===== config.mk =====
export PLATFORM = sky130hd
export DESIGN_NAME = reg_file_param
export DESIGN_NICKNAME = d
export VERILOG_FILES = /design/src/rtl/reg_file_param.sv
export SDC_FILE = /design/constraint.sdc
export NUM_CORES = 2
export LEC_CHECK = 0
export CAP_MARGIN = 10
export CELL_PAD_IN_SITES_DETAIL_PLACEMENT = 1
export CELL_PAD_IN_SITES_GLOBAL_PLACEMENT = 1
export CORE_MARGIN = 4
export CORE_UTILIZATION = 48
export CTS_CLUSTER_DIAMETER = 150
export DETAILED_ROUTE_END_ITERATION = 8
export PLACE_DENSITY = 0.79
export REMOVE_ABC_BUFFERS = 1
export SLEW_MARGIN = 20
export SYNTH_ARGS = -nofsm -noshare
export SYNTH_HDL_FRONTEND = slang
export SYNTH_SLANG_ARGS = --single-unit

===== constraint.sdc =====
create_clock -name clk -period 2.4 [get_ports clk]
set_clock_uncertainty 0.15 [all_clocks]
set_input_delay 0.48 -clock clk [delete_from_list [all_inputs] [get_ports clk]]
set_output_delay 0.48 -clock clk [all_outputs]
set_load 0.01 [all_outputs]

===== src/rtl/reg_file_param.sv =====
// Parameterised two-read / one-write register file with a sweep-clear FSM.
// Reads are combinational. clr_req starts a sweep that zeroes one entry per
// cycle. Writes that arrive while a sweep is running are dropped and flagged
// on wr_err.
// Optional feature: define REG_FILE_PARAM_BYPASS_EN to forward same-cycle
// write data onto a read port whose address matches the write address.
//
// state | meaning
// IDLE  | accepting writes, waiting for clr_req
// CLEAR | zeroing reg[ptr] each cycle, busy high, writes dropped
// DONE  | sweep finished, clr_done pulses for one cycle
module reg_file_param #(
    parameter int WIDTH    = 32,
    parameter int ADDR_W   = 5,
    parameter int ZERO_REG = 1
) (
    input  logic              clk,
    input  logic              rst,
    input  logic              wr_en,
    input  logic [ADDR_W-1:0] wr_addr,
    input  logic [WIDTH-1:0]  wr_data,
    input  logic [ADDR_W-1:0] rd_addr0,
    input  logic [ADDR_W-1:0] rd_addr1,
    output logic [WIDTH-1:0]  rd_data0,
    output logic [WIDTH-1:0]  rd_data1,
    input  logic              clr_req,
    output logic              busy,
    output logic              clr_done,
    output logic              wr_err
);

    localparam int                DEPTH     = 2 ** ADDR_W;
    localparam logic [ADDR_W-1:0] LAST_ADDR = ADDR_W'(DEPTH - 1);

    typedef enum logic [1:0] {
        IDLE  = 2'd0,
        CLEAR = 2'd1,
        DONE  = 2'd2
    } state_t;

    state_t            r_state;
    logic [ADDR_W-1:0] r_ptr;
    logic              r_busy;
    logic              r_clr_done;
    logic              r_wr_err;
    logic [WIDTH-1:0]  r_mem [DEPTH];

    logic              w_wr_zero_addr;
    logic              w_wr_ok;

    // Writes to a hardwired-zero register 0 are discarded without an error.
    assign w_wr_zero_addr = (ZERO_REG != 0) && (wr_addr == '0);
    assign w_wr_ok        = wr_en && !r_busy && !w_wr_zero_addr;

    assign busy     = r_busy;
    assign clr_done = r_clr_done;
    assign wr_err   = r_wr_err;

    // Clear-sweep FSM with registered busy / clr_done / wr_err.
    always_ff @(posedge clk or negedge rst) begin
        if (!rst) begin
            r_state    <= IDLE;
            r_ptr      <= '0;
            r_busy     <= 1'b0;
            r_clr_done <= 1'b0;
            r_wr_err   <= 1'b0;
        end else begin
            r_clr_done <= 1'b0;
            r_wr_err   <= wr_en && r_busy;
            case (r_state)
                IDLE: begin
                    if (clr_req) begin
                        r_state <= CLEAR;
                        r_ptr   <= '0;
                        r_busy  <= 1'b1;
                    end
                end
                CLEAR: begin
                    // Stop on the last entry rather than letting ptr roll over.
                    if (r_ptr == LAST_ADDR) begin
                        r_state    <= DONE;
                        r_busy     <= 1'b0;
                        r_clr_done <= 1'b1;
                    end else begin
                        r_ptr <= r_ptr + ADDR_W'(1);
                    end
                end
                DONE: begin
                    r_state <= IDLE;
                end
                default: begin
                    r_state <= IDLE;
                    r_busy  <= 1'b0;
                end
            endcase
        end
    end

    // Storage: sweep zeroing has priority; writes only land when not busy.
    always_ff @(posedge clk or negedge rst) begin
        if (!rst) begin
            for (int i = 0; i < DEPTH; i++) begin
                r_mem[i] <= '0;
            end
        end else if (r_state == CLEAR) begin
            r_mem[r_ptr] <= '0;
        end else if (w_wr_ok) begin
            r_mem[wr_addr] <= wr_data;
        end
    end

    // Combinational read ports, with optional same-cycle write forwarding.
    always_comb begin
        rd_data0 = r_mem[rd_addr0];
        rd_data1 = r_mem[rd_addr1];
        if ((ZERO_REG != 0) && (rd_addr0 == '0)) begin
            rd_data0 = '0;
        end
        if ((ZERO_REG != 0) && (rd_addr1 == '0)) begin
            rd_data1 = '0;
        end
`ifdef REG_FILE_PARAM_BYPASS_EN
        if (w_wr_ok && (rd_addr0 == wr_addr)) begin
            rd_data0 = wr_data;
        end
        if (w_wr_ok && (rd_addr1 == wr_addr)) begin
            rd_data1 = wr_data;
        end
`endif
    end

endmodule


==> impl_metrics.ini, run 1 <==
[placement]
port_buffers = 117
dp_hpwl_um = 189000
gp_congestion = 0.973
placed_area_um2 = 67100

[logic_synthesis]
synth-edff-count = 0
synth-main-ff-cell = dfrtp_1
async_reset_ff_share_pct = 100
synth.top_cell.area_share_pct = 48.4
synth_most_common_cell = dfrtp_1
synthCells = 3857
synthesis.area_um2 = 53400
ys_types = 43
yosys-top-cells-count = dfrtp_1, a22o_1, mux4_2
synth_largest_area_cell = dfrtp_1
synth_area_leaders = dfrtp_1, mux4_2, a22o_1
ys_ff_latch = 1034
ys_warn_count = 0
postSynthAreaPerCell_um2 = 13.9
yosysSeqAreaShare_pct = 48.4

[floorplan]
die_w_um = 342
num_rows = 122
ios = 118
die_h_um = 342
start_util_pct = 48.3

[clock_network]
clock_sinks = 1034
cts_inserted_buffers = 111
clock-root-buffer = clkbuf_16
clock_path_buffers = 3
h-tree-depth = 3

[run_status]
outcome = did not finish
lastStage = global routing (5_1_grt)
firstError = [ERROR GRT-0232] Routing congestion too high. Check the congestion heatmap in the GUI.

[global_route]
grt-ovfl-total = 461
grt_max_degree = 94
grt_usage_pct = 87.2
## per-layer routing
metal  track usage (%)  overflow
met1              85.6        39
met3              83.6        30
met4              85.6       182
met5              71.1         9
met2              94.0       201
## metrics by stage
step	std cells	utilization, %	TNS, ns	setup slack [ns]	hold WS, ns
floorplan	3355	-	-285.83	-0.470	0.0344
global placement	6293	60.6	-182.77	-1.54	0.267
detailed placement	6293	60.6	-297.31	-1.54	0.261
CTS	6571	66.5	-47.28	-0.898	0.122
## what timing repair did
| item | 4_1_cts |
|---|---|
| setup endpoints to repair | 71 |
| endpoints found under the hold margin | 505 |
| pin swaps | 118 |
| buffers inserted | 101 |
| cloned | 4 |
| hold buffers | 1 |
| resized for setup | 804 |
## cell families after synthesis
kind of cell | share of synthesized area [%]
multiplexers | 22.6
flip-flops | 48.4
buffers and inverters | 4.35
AND/OR/NAND/NOR | 2.77
AO/OA/AOI/OAI | 21.7
adder cells (fa/ha/maj) | 0.117
==> run 2, diff against run 1 <==
--- a/config.mk
+++ b/config.mk
@@ -6,13 +6,10 @@
 export NUM_CORES = 2
 export LEC_CHECK = 0
 export CAP_MARGIN = 10
-export CELL_PAD_IN_SITES_DETAIL_PLACEMENT = 1
-export CELL_PAD_IN_SITES_GLOBAL_PLACEMENT = 1
 export CORE_MARGIN = 4
-export CORE_UTILIZATION = 48
-export CTS_CLUSTER_DIAMETER = 150
+export CORE_UTILIZATION = 35
 export DETAILED_ROUTE_END_ITERATION = 8
-export PLACE_DENSITY = 0.79
+export PLACE_DENSITY_LB_ADDON = 0.15
 export REMOVE_ABC_BUFFERS = 1
 export SLEW_MARGIN = 20
 export SYNTH_ARGS = -nofsm -noshare
==> constraint.sdc (replaced) <==
create_clock -name clk -period 3.12 [get_ports clk]
set_clock_uncertainty 0.15 [all_clocks]
set_input_delay 0.624 -clock clk [delete_from_list [all_inputs] [get_ports clk]]
set_output_delay 0.624 -clock clk [all_outputs]
set_load 0.01 [all_outputs]
==> impl_metrics.ini, run 2 <==
[run_status]
outcome = finished with violations
violations = setup timing

[power]
p_leak_nw = 31.4
ir_drop_mv = 0.458
p_per_area_nw_per_um2 = 515
power.total_w = 0.0371

[floorplan]
ios = 118
num_rows = 143
fp.coreArea_um2 = 152000
die_h_um = 399
start_util_pct = 35.2
die_w_um = 399
dieArea_um2 = 159000

[sta]
fin_crit_ns = 3.43
max_slew_margin_pct = 51.6
hold_viol = 0
setup_ws_ns = -0.309
rsz0062_at_grt = yes
setup_viol = 64
slew_viol_final = 0
finalCritPeriodShare_pct = 110
worstMarginPinSlew_ns = 0.720
fmax_ghz = 0.292

[clock_network]
clock-root-buffer = clkbuf_16
cts_tree = built
path_clk_slew_ns = 0.06
cts_inserted_buffers = 119
h-tree-depth = 3
clock_sinks = 1034
clock_path_buffers = 3
insertion_delay_ns = 0.74

[logic_synthesis]
synth_area_leaders = dfrtp_1, mux4_2, a22o_1
synth-edff-count = 0
synth.top_cell.area_share_pct = 48.4
synthesis.area_um2 = 53400
synth-main-ff-cell = dfrtp_1
synth_most_common_cell = dfrtp_1
yosysSeqAreaShare_pct = 48.4
ys_types = 43
ys_ff_latch = 1034
synthCells = 3857
synth_largest_area_cell = dfrtp_1
ys_warn_count = 0
yosys-top-cells-count = dfrtp_1, a22o_1, mux4_2
async_reset_ff_share_pct = 100
postSynthAreaPerCell_um2 = 13.9

[setup_path]
start_kind = input port
critPathKind = input port to output pin
slowest_delay_ns = 0.65
required_ns = 2.35
crit_slowest_cell = a311oi_4
crit_fanout = 10
setup.worst_path.end_class = output pin
cp.arrival_ns = 2.65
crit_chain = buf_4 -> or2_4 -> buf_4 -> buf_6 -> a211oi_4 -> a311oi_4 -> buf_2
worst_path_most_repeated_cell = buf_4

[final_layout]
final_nets = 4500
largest_register_ffs = 1024
utilization_pct = 47.4
final_common_cell = dfrtp_1
drive_gt1_share_pct = 44.4
syn2layout_area_growth_pct = 34.7
regMostFlops = r_mem
mostFrequentLayoutCells = dfrtp_1, a22o_1, buf_4
reg.largest.list = r_mem x1024, r_ptr x5, r_state x2

[placement]
port_buffers = 117
gp_congestion = 0.889
dp_hpwl_um = 164000

[hold_path]
hold_path.class = input port to asynchronous set/reset pin

[global_route]
grt-ovfl-total = 0
grt_usage_pct = 32.2
grt_pass1_wl_um = 362000
antenna_found_initial = 17
grt_pass1_vias = 44200
grt_max_degree = 98

[routing]
drtAntennaViolNets = 0
drt-initial-drc-count = 5468
wl_um = 260000
drcViolationCount = 0
vias_per_cell = 6.77
drtPass1Iterations = 6
routedWlPerCell_um = 39.6
via_count = 44500

[flow_run]
max_cap_viol_count = 0
run 2: cell counts after synthesis:
Identical to the previous run, type by type.
run 2: path summary, 6_finish.rpt:
path,slack [ns],cells past startpoint,endpoint,start
max in group asynchronous,1.40,3,r_mem[947]$_DFFE_PN0P_,rst
min in group clk,0.36,1,r_mem[1008]$_DFFE_PN0P_,r_mem[1008]$_DFFE_PN0P_
worst min register to register,0.36,1,r_mem[1008]$_DFFE_PN0P_,r_mem[1008]$_DFFE_PN0P_
worst max register to register,0.43,6,r_mem[1008]$_DFFE_PN0P_,r_ptr[0]$_DFFE_PN0P_
worst max-delay path,-0.31,7,rd_data1[24],rd_addr1[3]
worst min-delay path,0.31,2,r_mem[806]$_DFFE_PN0P_,rst
run 2: cell type report:
| cell class | instances | area, um^2 |
|---|---|---|
| antenna | 3 | 7.51 |
| clock buffer | 178 | 3590 |
| fill | 13300 | 79900 |
| tap | 2030 | 2540 |
| multi-input combinational | 2315 | 28300 |
| timing repair buffer | 968 | 11300 |
| inverter | 6 | 30.0 |
| clock inverter | 37 | 369 |
| sequential | 1034 | 25900 |
run 2: kinds of logic (layout without fill, tap and decap cells):
| logic type | Yosys count | after routing | synth area share, % |
|---|---|---|---|
| compound gates | 1405 | 1405 | 21.7 |
| flops | 1034 | 1034 | 48.4 |
| other cells | 0 | 3 | 0 |
| mux | 640 | 640 | 22.6 |
| fa+ha+maj | 5 | 5 | 0.117 |
| buf+inv | 508 | 1189 | 4.35 |
| simple gates | 265 | 265 | 2.77 |
run 2: report_power, final:
part	switching [W]	leakage (nW)	total, W	internal, W
registers	0.000723	14.4	0.0149	0.0141
clock network	0.00604	1.98	0.0144	0.00838
logic	0.00451	15.0	0.00776	0.00325
run 2: per-stage QoR:
stage | hold slack, ns | setup WS, ns | cell area, um^2 | TNS, ns | std cells
2_1_floorplan | 0.178 | -0.0378 | 51100 | -2.30 | 3355
3_3_place_gp | 0.333 | -1.64 | 62800 | -59.57 | 6186
3_5_place_dp | 0.342 | -1.14 | 62800 | -57.07 | 6187
4_1_cts | 0.283 | -0.357 | 70500 | -11.37 | 6506
5_1_grt | 0.305 | -0.302 | 72000 | -11.27 | 6568
6_report | 0.309 | -0.309 | 72000 | -9.58 | 6571
run 2: worst max-delay path: cells and delay by family:
family          cells  cell delay [ns]
compound gates      2             0.75
buf+inv             4             1.06
simple gates        1             0.16
run 2: routing by layer:
layer	track usage (%)	up-vias	part of all wire [%]
met3	8.23	653	10
met4	13.2	10	5.1
met1	44.9	23900	40
met5	0	-	0.025
met2	47.8	3058	44
li1	-	16900	-
run 2: what timing repair did:
item / CTS / global route
hold endpoints to repair: 17 / 0
hold buffers: 1 / 0
setup buffers: 125 / 85
gates resized for setup: 891 / 219
cloned: 17 / 3
pin swaps: 121 / 95
endpoints found under the setup margin: 65 / 64
(Power assumes the default switching activity.)
